--- src/rtl/fb_scanout_axis_src_if.sv ---
// Bus bundle for the framebuffer scanout source: AXI4 read channels (AR/R) and the
// AXI-Stream pixel output, with master (scanout block) and slave (memory/sink) views.
interface fb_scanout_axis_src_if #(
    parameter int unsigned ADDR_WIDTH = 28,
    parameter int unsigned ID_WIDTH   = 4
);
    logic [ID_WIDTH-1:0]   m_axi_arid;
    logic [ADDR_WIDTH-1:0] m_axi_araddr;
    logic [7:0]            m_axi_arlen;
    logic [2:0]            m_axi_arsize;
    logic [1:0]            m_axi_arburst;
    logic                  m_axi_arvalid;
    logic                  m_axi_arready;
    logic [ID_WIDTH-1:0]   m_axi_rid;
    logic [63:0]           m_axi_rdata;
    logic [1:0]            m_axi_rresp;
    logic                  m_axi_rlast;
    logic                  m_axi_rvalid;
    logic                  m_axi_rready;
    logic [23:0]           m_axis_tdata;
    logic                  m_axis_tvalid;
    logic                  m_axis_tlast;
    logic                  m_axis_tuser;
    logic                  m_axis_tready;

    modport master (
        output m_axi_arid, m_axi_araddr, m_axi_arlen, m_axi_arsize, m_axi_arburst,
        output m_axi_arvalid,
        input  m_axi_arready,
        input  m_axi_rid, m_axi_rdata, m_axi_rresp, m_axi_rlast, m_axi_rvalid,
        output m_axi_rready,
        output m_axis_tdata, m_axis_tvalid, m_axis_tlast, m_axis_tuser,
        input  m_axis_tready
    );

    modport slave (
        input  m_axi_arid, m_axi_araddr, m_axi_arlen, m_axi_arsize, m_axi_arburst,
        input  m_axi_arvalid,
        output m_axi_arready,
        output m_axi_rid, m_axi_rdata, m_axi_rresp, m_axi_rlast, m_axi_rvalid,
        input  m_axi_rready,
        input  m_axis_tdata, m_axis_tvalid, m_axis_tlast, m_axis_tuser,
        output m_axis_tready
    );
endinterface

--- src/rtl/fb_scanout_axis_src.sv ---
// Framebuffer scanout: credit-limited AXI4 burst reader feeding a beat FIFO, unpacked into
// one frame of 24-bit RGB pixels (two per 64-bit beat, low word first) on AXI-Stream.
module fb_scanout_axis_src #(
    parameter int unsigned SCREEN_WIDTH  = 480,
    parameter int unsigned SCREEN_HEIGHT = 360,
    parameter int unsigned ADDR_WIDTH    = 28,
    parameter int unsigned ID_WIDTH      = 4,
    parameter int unsigned AXI_ID        = 0,
    parameter int unsigned BURST_LEN     = 16,
    parameter int unsigned FIFO_DEPTH    = 64
) (
    input  logic                  clk,
    input  logic                  rst,
    input  logic                  start,
    input  logic [ADDR_WIDTH-1:0] base_addr,
    output logic                  busy,
    output logic                  frame_done,
    output logic                  rresp_err,
    fb_scanout_axis_src_if.master bus
);
    localparam int unsigned TOTAL_PIXELS = SCREEN_WIDTH * SCREEN_HEIGHT;
    localparam int unsigned TOTAL_BEATS  = TOTAL_PIXELS / 2;
    localparam int unsigned CNT_MAX      = (TOTAL_BEATS > FIFO_DEPTH) ? TOTAL_BEATS : FIFO_DEPTH;
    localparam int unsigned CW           = $clog2(CNT_MAX + 1);
    localparam int unsigned PW           = (TOTAL_PIXELS > 2) ? $clog2(TOTAL_PIXELS) : 1;
    localparam int unsigned AW           = (FIFO_DEPTH > 1) ? $clog2(FIFO_DEPTH) : 1;

    localparam logic [1:0] StIdle  = 2'd0;
    localparam logic [1:0] StRun   = 2'd1;
    localparam logic [1:0] StDrain = 2'd2;
    localparam logic [1:0] StDone  = 2'd3;

    logic [1:0]            state_q;
    logic [ADDR_WIDTH-1:0] addr_q;
    logic [CW-1:0]         req_left_q;
    logic [CW-1:0]         outstanding_q;
    logic [CW-1:0]         fifo_cnt_q;
    logic [AW-1:0]         wr_ptr_q;
    logic [AW-1:0]         rd_ptr_q;
    logic                  half_q;
    logic [PW-1:0]         pixel_cnt_q;
    logic                  err_q;
    logic [47:0]           mem [2**AW];

    logic [CW-1:0] burst;
    logic [CW-1:0] credit;
    logic [47:0]   head;
    logic          ar_hs;
    logic          r_hs;
    logic          px_hs;
    logic          pop;
    logic          last_px;
    logic          unused_bits;

    assign unused_bits = ^{bus.m_axi_rid, bus.m_axi_rlast, bus.m_axi_rdata[63:56],
                           bus.m_axi_rdata[31:24]};

    assign bus.m_axi_arid    = ID_WIDTH'(AXI_ID);
    assign bus.m_axi_arsize  = 3'd3;
    assign bus.m_axi_arburst = 2'd1;

    always_comb begin
        burst  = (req_left_q > CW'(BURST_LEN)) ? CW'(BURST_LEN) : req_left_q;
        // Free slots not already promised to in-flight beats; only an AR handshake lowers it.
        credit = CW'(FIFO_DEPTH) - fifo_cnt_q - outstanding_q;
        head   = mem[rd_ptr_q];

        bus.m_axi_arvalid = (state_q == StRun) && (req_left_q != '0) && (credit >= burst);
        bus.m_axi_araddr  = addr_q;
        bus.m_axi_arlen   = (req_left_q != '0) ? 8'(burst - CW'(1)) : 8'd0;
        bus.m_axi_rready  = (state_q != StIdle) && (outstanding_q != '0);

        bus.m_axis_tvalid = ((state_q == StRun) || (state_q == StDrain)) && (fifo_cnt_q != '0);
        bus.m_axis_tdata  = '0;
        if (bus.m_axis_tvalid) begin
            bus.m_axis_tdata = half_q ? head[47:24] : head[23:0];
        end
        bus.m_axis_tuser = bus.m_axis_tvalid && (pixel_cnt_q == '0);
        bus.m_axis_tlast = bus.m_axis_tvalid && (pixel_cnt_q == PW'(TOTAL_PIXELS - 1));

        ar_hs   = bus.m_axi_arvalid && bus.m_axi_arready;
        r_hs    = bus.m_axi_rready && bus.m_axi_rvalid;
        px_hs   = bus.m_axis_tvalid && bus.m_axis_tready;
        pop     = px_hs && half_q;
        last_px = px_hs && (pixel_cnt_q == PW'(TOTAL_PIXELS - 1));

        busy       = (state_q != StIdle);
        frame_done = (state_q == StDone);
        rresp_err  = err_q;
    end

    always_ff @(posedge clk) begin
        if (rst) begin
            state_q       <= StIdle;
            addr_q        <= '0;
            req_left_q    <= '0;
            outstanding_q <= '0;
            fifo_cnt_q    <= '0;
            wr_ptr_q      <= '0;
            rd_ptr_q      <= '0;
            half_q        <= 1'b0;
            pixel_cnt_q   <= '0;
            err_q         <= 1'b0;
        end else begin
            case (state_q)
                StIdle: begin
                    if (start) begin
                        state_q    <= StRun;
                        addr_q     <= {base_addr[ADDR_WIDTH-1:3], 3'b000};
                        req_left_q <= CW'(TOTAL_BEATS);
                        err_q      <= 1'b0;
                    end
                end
                StRun:   if (ar_hs && (req_left_q == burst)) state_q <= StDrain;
                StDrain: if (last_px) state_q <= StDone;
                StDone:  state_q <= StIdle;
                default: state_q <= StIdle;
            endcase

            if (ar_hs) begin
                addr_q     <= addr_q + (ADDR_WIDTH'(burst) << 3);
                req_left_q <= req_left_q - burst;
            end
            outstanding_q <= outstanding_q + (ar_hs ? burst : CW'(0)) - CW'(r_hs);

            if (r_hs) begin
                wr_ptr_q <= wr_ptr_q + AW'(1);
                if (bus.m_axi_rresp != 2'b00) err_q <= 1'b1;
            end
            if (pop) rd_ptr_q <= rd_ptr_q + AW'(1);
            fifo_cnt_q <= fifo_cnt_q + CW'(r_hs) - CW'(pop);

            if (px_hs) begin
                half_q      <= ~half_q;
                pixel_cnt_q <= last_px ? '0 : pixel_cnt_q + PW'(1);
            end
        end
    end

    // Only the two RGB fields of each beat are kept.
    always_ff @(posedge clk) begin
        if (r_hs) mem[wr_ptr_q] <= {bus.m_axi_rdata[55:32], bus.m_axi_rdata[23:0]};
    end
endmodule

--- src/flat_wrapper.sv ---
// flat-port wrapper written by rule: the top's interface ports become plain ports
module fb_scanout_axis_src_flat 
#(
    parameter int unsigned SCREEN_WIDTH  = 480,
    parameter int unsigned SCREEN_HEIGHT = 360,
    parameter int unsigned ADDR_WIDTH    = 28,
    parameter int unsigned ID_WIDTH      = 4,
    parameter int unsigned AXI_ID        = 0,
    parameter int unsigned BURST_LEN     = 16,
    parameter int unsigned FIFO_DEPTH    = 64
)
  (clk, rst, start, base_addr, busy, frame_done, rresp_err, bus_m_axi_arid, bus_m_axi_araddr, bus_m_axi_arlen, bus_m_axi_arsize, bus_m_axi_arburst, bus_m_axi_arvalid, bus_m_axi_arready, bus_m_axi_rid, bus_m_axi_rdata, bus_m_axi_rresp, bus_m_axi_rlast, bus_m_axi_rvalid, bus_m_axi_rready, bus_m_axis_tdata, bus_m_axis_tvalid, bus_m_axis_tlast, bus_m_axis_tuser, bus_m_axis_tready);
  fb_scanout_axis_src_if #(.ADDR_WIDTH(ADDR_WIDTH), .ID_WIDTH(ID_WIDTH)) bus_i ();
  input  logic clk;
  input  logic rst;
  input  logic start;
  input  logic [ADDR_WIDTH-1:0] base_addr;
  output logic busy;
  output logic frame_done;
  output logic rresp_err;
  output wire logic [$bits(bus_i.m_axi_arid)-1:0] bus_m_axi_arid;
  output wire logic [$bits(bus_i.m_axi_araddr)-1:0] bus_m_axi_araddr;
  output wire logic [$bits(bus_i.m_axi_arlen)-1:0] bus_m_axi_arlen;
  output wire logic [$bits(bus_i.m_axi_arsize)-1:0] bus_m_axi_arsize;
  output wire logic [$bits(bus_i.m_axi_arburst)-1:0] bus_m_axi_arburst;
  output wire logic [$bits(bus_i.m_axi_arvalid)-1:0] bus_m_axi_arvalid;
  input wire logic [$bits(bus_i.m_axi_arready)-1:0] bus_m_axi_arready;
  input wire logic [$bits(bus_i.m_axi_rid)-1:0] bus_m_axi_rid;
  input wire logic [$bits(bus_i.m_axi_rdata)-1:0] bus_m_axi_rdata;
  input wire logic [$bits(bus_i.m_axi_rresp)-1:0] bus_m_axi_rresp;
  input wire logic [$bits(bus_i.m_axi_rlast)-1:0] bus_m_axi_rlast;
  input wire logic [$bits(bus_i.m_axi_rvalid)-1:0] bus_m_axi_rvalid;
  output wire logic [$bits(bus_i.m_axi_rready)-1:0] bus_m_axi_rready;
  output wire logic [$bits(bus_i.m_axis_tdata)-1:0] bus_m_axis_tdata;
  output wire logic [$bits(bus_i.m_axis_tvalid)-1:0] bus_m_axis_tvalid;
  output wire logic [$bits(bus_i.m_axis_tlast)-1:0] bus_m_axis_tlast;
  output wire logic [$bits(bus_i.m_axis_tuser)-1:0] bus_m_axis_tuser;
  input wire logic [$bits(bus_i.m_axis_tready)-1:0] bus_m_axis_tready;
  assign bus_m_axi_arid = bus_i.m_axi_arid;
  assign bus_m_axi_araddr = bus_i.m_axi_araddr;
  assign bus_m_axi_arlen = bus_i.m_axi_arlen;
  assign bus_m_axi_arsize = bus_i.m_axi_arsize;
  assign bus_m_axi_arburst = bus_i.m_axi_arburst;
  assign bus_m_axi_arvalid = bus_i.m_axi_arvalid;
  assign bus_i.m_axi_arready = bus_m_axi_arready;
  assign bus_i.m_axi_rid = bus_m_axi_rid;
  assign bus_i.m_axi_rdata = bus_m_axi_rdata;
  assign bus_i.m_axi_rresp = bus_m_axi_rresp;
  assign bus_i.m_axi_rlast = bus_m_axi_rlast;
  assign bus_i.m_axi_rvalid = bus_m_axi_rvalid;
  assign bus_m_axi_rready = bus_i.m_axi_rready;
  assign bus_m_axis_tdata = bus_i.m_axis_tdata;
  assign bus_m_axis_tvalid = bus_i.m_axis_tvalid;
  assign bus_m_axis_tlast = bus_i.m_axis_tlast;
  assign bus_m_axis_tuser = bus_i.m_axis_tuser;
  assign bus_i.m_axis_tready = bus_m_axis_tready;
  fb_scanout_axis_src #(.SCREEN_WIDTH(SCREEN_WIDTH), .SCREEN_HEIGHT(SCREEN_HEIGHT), .ADDR_WIDTH(ADDR_WIDTH), .ID_WIDTH(ID_WIDTH), .AXI_ID(AXI_ID), .BURST_LEN(BURST_LEN), .FIFO_DEPTH(FIFO_DEPTH)) u_core (.clk(clk), .rst(rst), .start(start), .base_addr(base_addr), .busy(busy), .frame_done(frame_done), .rresp_err(rresp_err), .bus(bus_i));
endmodule
--- config.mk ---
export PLATFORM = sky130hd
export DESIGN_NAME = fb_scanout_axis_src_flat
export DESIGN_NICKNAME = d
export VERILOG_FILES = /design/src/rtl/fb_scanout_axis_src_if.sv /design/src/rtl/fb_scanout_axis_src.sv /design/src/flat_wrapper.sv
export SDC_FILE = /design/constraint.sdc
export NUM_CORES = 2
export LEC_CHECK = 0
export ABC_AREA = 0
export CAP_MARGIN = 20
export CORE_AREA = 2 2 564 566
export DETAILED_ROUTE_END_ITERATION = 10
export DIE_AREA = 0 0 566 568
export HOLD_SLACK_MARGIN = 0.12
export PLACE_DENSITY = 0.6
export SETUP_SLACK_MARGIN = 0.3
export SLEW_MARGIN = 20
export SYNTH_ARGS = -nofsm -noshare
export SYNTH_HDL_FRONTEND = slang
export SYNTH_SLANG_ARGS = --single-unit
--- constraint.sdc ---
create_clock -name clk -period 7.8 [get_ports clk]
set_input_delay 0.78 -clock clk [delete_from_list [all_inputs] [get_ports clk]]
set_output_delay 0.78 -clock clk [all_outputs]
set_load 0.01 [all_outputs]
Yosys cells after proc, flatten, opt, wreduce, memory -nomap -nowiden
Memories as Yosys holds them, arrays and structs flattened. A register that Yosys moved wholly into a read port is not among the register bits.
Cells that the tools add are included.
{"block": "op_classes", "addsub": 12, "n_lt_le_gt_ge": 2, "eq_ne": 8, "n_mux": 24, "bitwise_logic": 1, "n_reduce_logical": 24}
{"operator": "$mux W17", "count": 5}
{"operator": "$mux W28", "count": 3}
{"operator": "$reduce_bool A17 Y1", "count": 3}
{"operator": "$mux W24", "count": 2}
{"operator": "$sub A17 B1 Y17", "count": 2}
{"operator": "$sub A17 B17 Y17", "count": 2}
{"operator": "$add A28 B20 Y28", "count": 1}
{"operator": "$add A18 B1 Y18 const B", "count": 1}
{"operator": "$eq A18 B18 Y1 const B", "count": 1}
{"operator": "$logic_not A18 Y1", "count": 1}
{"operator": "$mux W18", "count": 1}
{"operator": "$add A17 B1 Y17", "count": 1}
{"operator": "$add A17 B17 Y17", "count": 1}
{"operator": "$eq A17 B17 Y1", "count": 1}
{"operator": "$ge A17 B17 Y1", "count": 1}
{"operator": "$gt A17 B5 Y1 const B", "count": 1}
{"operator": "$sub A7 B17 Y17 const A", "count": 1}
{"operator": "$add A6 B1 Y6 const B", "count": 2}
{"operator": "$logic_and A1 B1 Y1", "count": 12}
{"operator": "$mux W6", "count": 2}
{"operator": "$mux W8", "count": 1}
{"operator": "$pmux W2 S4", "count": 1}
{"operator": "$reduce_bool A2 Y1", "count": 4}
{"operator": "$sub A8 B1 Y8 const B", "count": 1}
{"operator": "other kinds (11)", "count": 20}
{"block": "word_totals", "regBits": 113, "ramBits": 3072, "inputBits": 105, "out_inout_bits": 77, "word_cells": 82, "n_memories": 1}
{"name": "u_core.mem", "words": 64, "width": 48, "rd": 1, "rd_clocked_by_memory_dff": 1, "write_ports": 1, "line": "fb_scanout_axis_src.sv:43", "rtl": "logic [47:0] mem [2**AW];"}

Longest topological paths before layout
{"block": "depth", "ltp_word": 8, "mapped_depth": 34, "mapped_depth_nobuf": 31}

Least setup slack after synthesis
Ideal clock, no wire load.
{"block": "synth_path", "path_kind": "register -> register", "from": "reg u_core.fifo_cnt_q[1]", "to": "reg u_core.outstanding_q[16]", "setup_ps": 122, "arrival_time_ps": 6406, "t_required_ps": 7678, "path_slack_ps": 1272, "stages_incl_launch_ff": 34, "n_path_buf": 3, "period_less_slack_ps": 6528, "cell_sequence": "dfxtp_1 -> ha_1 -> inv_1 -> ha_1 -> inv_1 -> fa_1 -> nor2b_1 -> o21ai_0 -> a21boi_0 -> o2111a_1 -> o31ai_1 -> o21bai_1 -> a21oi_1 -> xnor2_1 -> ha_1 -> nand3_1 -> nand3_1 -> o311ai_4 -> a31oi_2 -> and2_1 -> buf_6 -> buf_6 -> buf_6 -> nand2_1 -> ha_1 -> inv_1 -> fa_1 -> a211oi_1 -> nor2_1 -> o41ai_1 -> o211ai_1 -> o41ai_1 -> o21ai_0 -> a311o_1"}
{"block": "synth_between", "elab_chain_cells": 8}
{"element": "start: declaration", "line": "fb_scanout_axis_src.sv:37", "rtl": "logic [CW-1:0] fifo_cnt_q;"}
{"element": "start signal: assignment", "line": "fb_scanout_axis_src.sv:131", "rtl": "fifo_cnt_q <= fifo_cnt_q + CW'(r_hs) - CW'(pop);"}
{"element": "$sub A7 B17 Y17", "line": "fb_scanout_axis_src.sv:65", "rtl": "credit = CW'(FIFO_DEPTH) - fifo_cnt_q - outstanding_q;"}
{"element": "$sub A17 B17 Y17", "line": "fb_scanout_axis_src.sv:65"}
{"element": "$ge A17 B17 Y1", "line": "fb_scanout_axis_src.sv:68", "rtl": "bus.m_axi_arvalid = (state_q == StRun) && (req_left_q != '0) && (credit >= burst);"}
{"element": "$logic_and A1 B1 Y1", "line": "fb_scanout_axis_src.sv:68"}
{"element": "via bus_m_axi_arvalid", "line": "flat_wrapper.sv:26", "rtl": "output wire logic [$bits(bus_i.m_axi_arvalid)-1:0] bus_m_axi_arvalid;"}
{"element": "$logic_and A1 B1 Y1", "line": "fb_scanout_axis_src.sv:81", "rtl": "ar_hs = bus.m_axi_arvalid && bus.m_axi_arready;"}
{"element": "$mux W17", "line": "fb_scanout_axis_src.sv:124", "rtl": "outstanding_q <= outstanding_q + (ar_hs ? burst : CW'(0)) - CW'(r_hs);"}
{"element": "$add A17 B17 Y17", "line": "fb_scanout_axis_src.sv:124"}
{"element": "$sub A17 B1 Y17", "line": "fb_scanout_axis_src.sv:124"}
{"element": "end signal: assignment", "line": "fb_scanout_axis_src.sv:124"}
{"element": "end: declaration", "line": "fb_scanout_axis_src.sv:36", "rtl": "logic [CW-1:0] outstanding_q;"}
The timed path passes the listed nets, and every way through them passes these cells.
A chain may end at the register's enable or synchronous reset.

Final worst setup path
{"block": "layout_path", "from": "reg u_core.fifo_cnt_q[1]", "to": "reg u_core.outstanding_q[16]"}
{"block": "layout_between", "elab_chain_cells": 8}
{"element": "$sub A7 B17 Y17", "line": "fb_scanout_axis_src.sv:65"}
{"element": "$sub A17 B17 Y17", "line": "fb_scanout_axis_src.sv:65"}
{"element": "$ge A17 B17 Y1", "line": "fb_scanout_axis_src.sv:68"}
{"element": "$logic_and A1 B1 Y1", "line": "fb_scanout_axis_src.sv:68"}
{"element": "$logic_and A1 B1 Y1", "line": "fb_scanout_axis_src.sv:81"}
{"element": "$mux W17", "line": "fb_scanout_axis_src.sv:124"}
{"element": "$add A17 B17 Y17", "line": "fb_scanout_axis_src.sv:124"}
{"element": "$sub A17 B1 Y17", "line": "fb_scanout_axis_src.sv:124"}
No other way between the ends.

==> metrics <==
I/O pins=between 150 and 200; first-pass GRT wire length=a little under 500000 um; Syn Std Cell Area=about 130000 sq um; total power=approximately 41000 uW; layout cells sized above 1=0.286; Worst VDD drop=about 0.24 mV; crit path time final=6.87 ns; HP Class=in -> reg; Sink Count=around 3200; hold path endpoint=u_core.bus.m_axi_araddr[5]; Finished Core Util=0.455; DR pass1 iterations=5; Die Span X=about 570 um; Resized Gates After CTS=0; Yosys top cell area share=0.735; post-synthesis sequential area ratio=0.753; grt ovf=0; Post-CTS Setup Bufs=0; Critical R2R Launch=u_core.fifo_cnt_q[1]; GRT Util Overall=0.216; Layout area overhead=14.7%; TritonCTS clock tree=yes; fillers=26041; DR vias=between 60000 and 70000; DP HPWL=between 150000 and 200000 um; Critical Path Start Type=flip-flop; Slew @ Worst Pin=roughly 1.2 ns; final setup vio count=0; WL final=roughly 350000 um; Main synth FF type=edfxtp_1; WL per Instance=roughly 34 um; largest area contributor in the netlist=edfxtp_1; Hold Crit Depth=2; Die H=between 500 and 600 um; clock-pin slew on the worst setup and hold paths=~0.060 ns; RSZ-0062 raised after global routing=false; reg2reg path depth=30; gpl congestion=between 0.7 and 0.8; reg-to-reg critical path endpoint=u_core.outstanding_q[16]; DIE AREA=around 320000 sq um; DR iter-0 viols=8323; Max-cap violations=0; std cell rows=207; DRC errors left=0; initial core utilization=0.397; syn_area_per_cell=about 23 sq um; Final Net Count=6223; P per Cell Area=roughly 290 nW/um^2; initial antenna violation count=28; #FFs+latches synth=3188; port buffer count=roughly 140; core area=between 300000 and 400000 sq um; Synth cell types=73; Post-Synthesis Cells=approximately 5600; Setup Total Neg Slack=0 ns; vias per cell=slightly below 6; Static Leak=0.0435 uW; Period Utilization, post-route=0.881; CP endpoint kind=flip-flop; fmax=145 MHz; hold_buf cts=0; CP max FO=5; vias in the first global route=61553; Max Slew Vio Count=0; H-tree depth=5; Post-synth EDFFs=around 3100; Setup Crit Path Kind=reg -> reg; Skew-Pair Late Insertion Delay=around 0.95 ns; relative slew slack=0.216; slowest stage cell, crit path=fa_1; Setup Skew=approximately 0.080 ns; total CTS buffers=between 300 and 400; Final Non-Filler Cells=approximately 10000; Critical Path RT=~8.6 ns; Async SR Flop Fraction=0; final worst slack=between 0.9 and 1 ns; synthesis warning total=0; Most common cell on crit path=ha_1; largest stage delay on the critical path=0.42 ns; Max clock buf depth=4; most frequent cells in the layout=3072 x edfxtp_1, 1008 x mux4_2, 340 x clkbuf_16, 134 x nor2_1, 132 x ha_1; CP arrival=approximately 7.7 ns; commonest non-fill, non-tap cell in the layout=edfxtp_1; reg2reg setup slack=approximately 0.93 ns; pre-CTS setup slack=between 0.3 and 0.4 ns; largest net degree at the start of global routing=between 100 and 150; outcome=finished clean; placed insts=9828; largest cells by area after synthesis=edfxtp_1 73%, mux4_2 18%, dfxtp_1 1.9%; hold path startpoint=rst; Root Buffer=clkbuf_16; post-route ant nets=0; Final Hold Viols=0
critical path, delay by kind of cell (launching register included):
family	cells	cell delay [ns]
AO/OA/AOI/OAI	14	3.62
adder cells (fa/ha/maj)	6	1.73
AND/OR/NAND/NOR	6	0.77
flip-flops	1	0.36
buffers and inverters	3	0.19
XOR/XNOR	1	0.09
layer usage:
metal,wire (um),part of all wire,global-route usage,up-vias
li1,-,-,-,24399
met1,139000,0.40,0.299,34166
met2,173000,0.49,0.355,3068
met3,28000,0.080,0.0290,546
met4,11200,0.032,0.0685,2
met5,13,0.000037,0,-
final cells by class:
class	count	area, sq um	area share
diodes	16	40.0	0.000278
clock buffers	443	8930	0.0621
clock inverters	153	1450	0.0100
inverters	109	414	0.00288
multi-input cells	2029	30000	0.209
flip-flops and latches	3188	94600	0.657
well taps	4180	5230	0.0363
repair buffers	322	3270	0.0227
cells in the mapped netlist, drive strengths merged, types with 11 or more instances:
library cell     n
o21a            11
dfxtp          116
a21oi           62
ha             132
nand4           18
buf             95
edfxtp        3072
a311oi          13
clkbuf         185
nor2b           37
o21ai           39
nor2           200
xor2            29
xnor2           50
nand2          103
a31o            26
or3             13
and3            16
a211oi          17
nand3           30
mux4          1008
inv            108
nor3            24
nor4            11
a31oi           14
registers in the layout, summed over array words and instances (netlist names), named ones only:
register	count
u_core.state_q	2
u_core.half_q	1
u_core.req_left_q	17
u_core.outstanding_q	17
u_core.rresp_err	1
u_core.mem	3072
u_core.fifo_cnt_q	17
u_core.pixel_cnt_q	18
u_core.rd_ptr_q	6
u_core.wr_ptr_q	6
u_core.bus.m_axi_araddr	25
worst max path at each step:
stage / startpoint / to / slack, ns
after global routing: u_core.fifo_cnt_q[1] / u_core.outstanding_q[16] / 0.38
after floorplan: u_core.fifo_cnt_q[1] / u_core.outstanding_q[16] / 1.27
after global placement: u_core.fifo_cnt_q[1] / u_core.outstanding_q[16] / 0.43
after detailed placement: u_core.fifo_cnt_q[1] / u_core.outstanding_q[16] / 0.34
final: u_core.fifo_cnt_q[1] / u_core.outstanding_q[16] / 0.93
after CTS: u_core.fifo_cnt_q[1] / u_core.outstanding_q[16] / 0.34
through the flow:
| step | cell area, sq um | hold WS, ns |
|---|---|---|
| 2_1_floorplan | 126000 | 0.444 |
| 3_3_place_gp | 133000 | 0.446 |
| 3_5_place_dp | 133000 | 0.456 |
| 4_1_cts | 144000 | 0.299 |
| 5_1_grt | 144000 | 0.361 |
| 6_report | 144000 | 0.360 |
kinds of logic after synthesis:
family,Yosys count,share of synthesized area
mux,1014,0.181
simple gates,501,0.0189
compound gates,249,0.0140
xor+xnor,79,0.00551
fa+ha+maj,136,0.0138
buf+inv,389,0.0128
flops,3188,0.753
other cells,2,0.0000598
report_power, final:
part	switching (uW)	internal, uW
Clock	6540	8730
Sequential	196	19000
Combinational	3760	2830
Total	10500	30600
No activity file was read; power rests on OpenSTA's default activity.
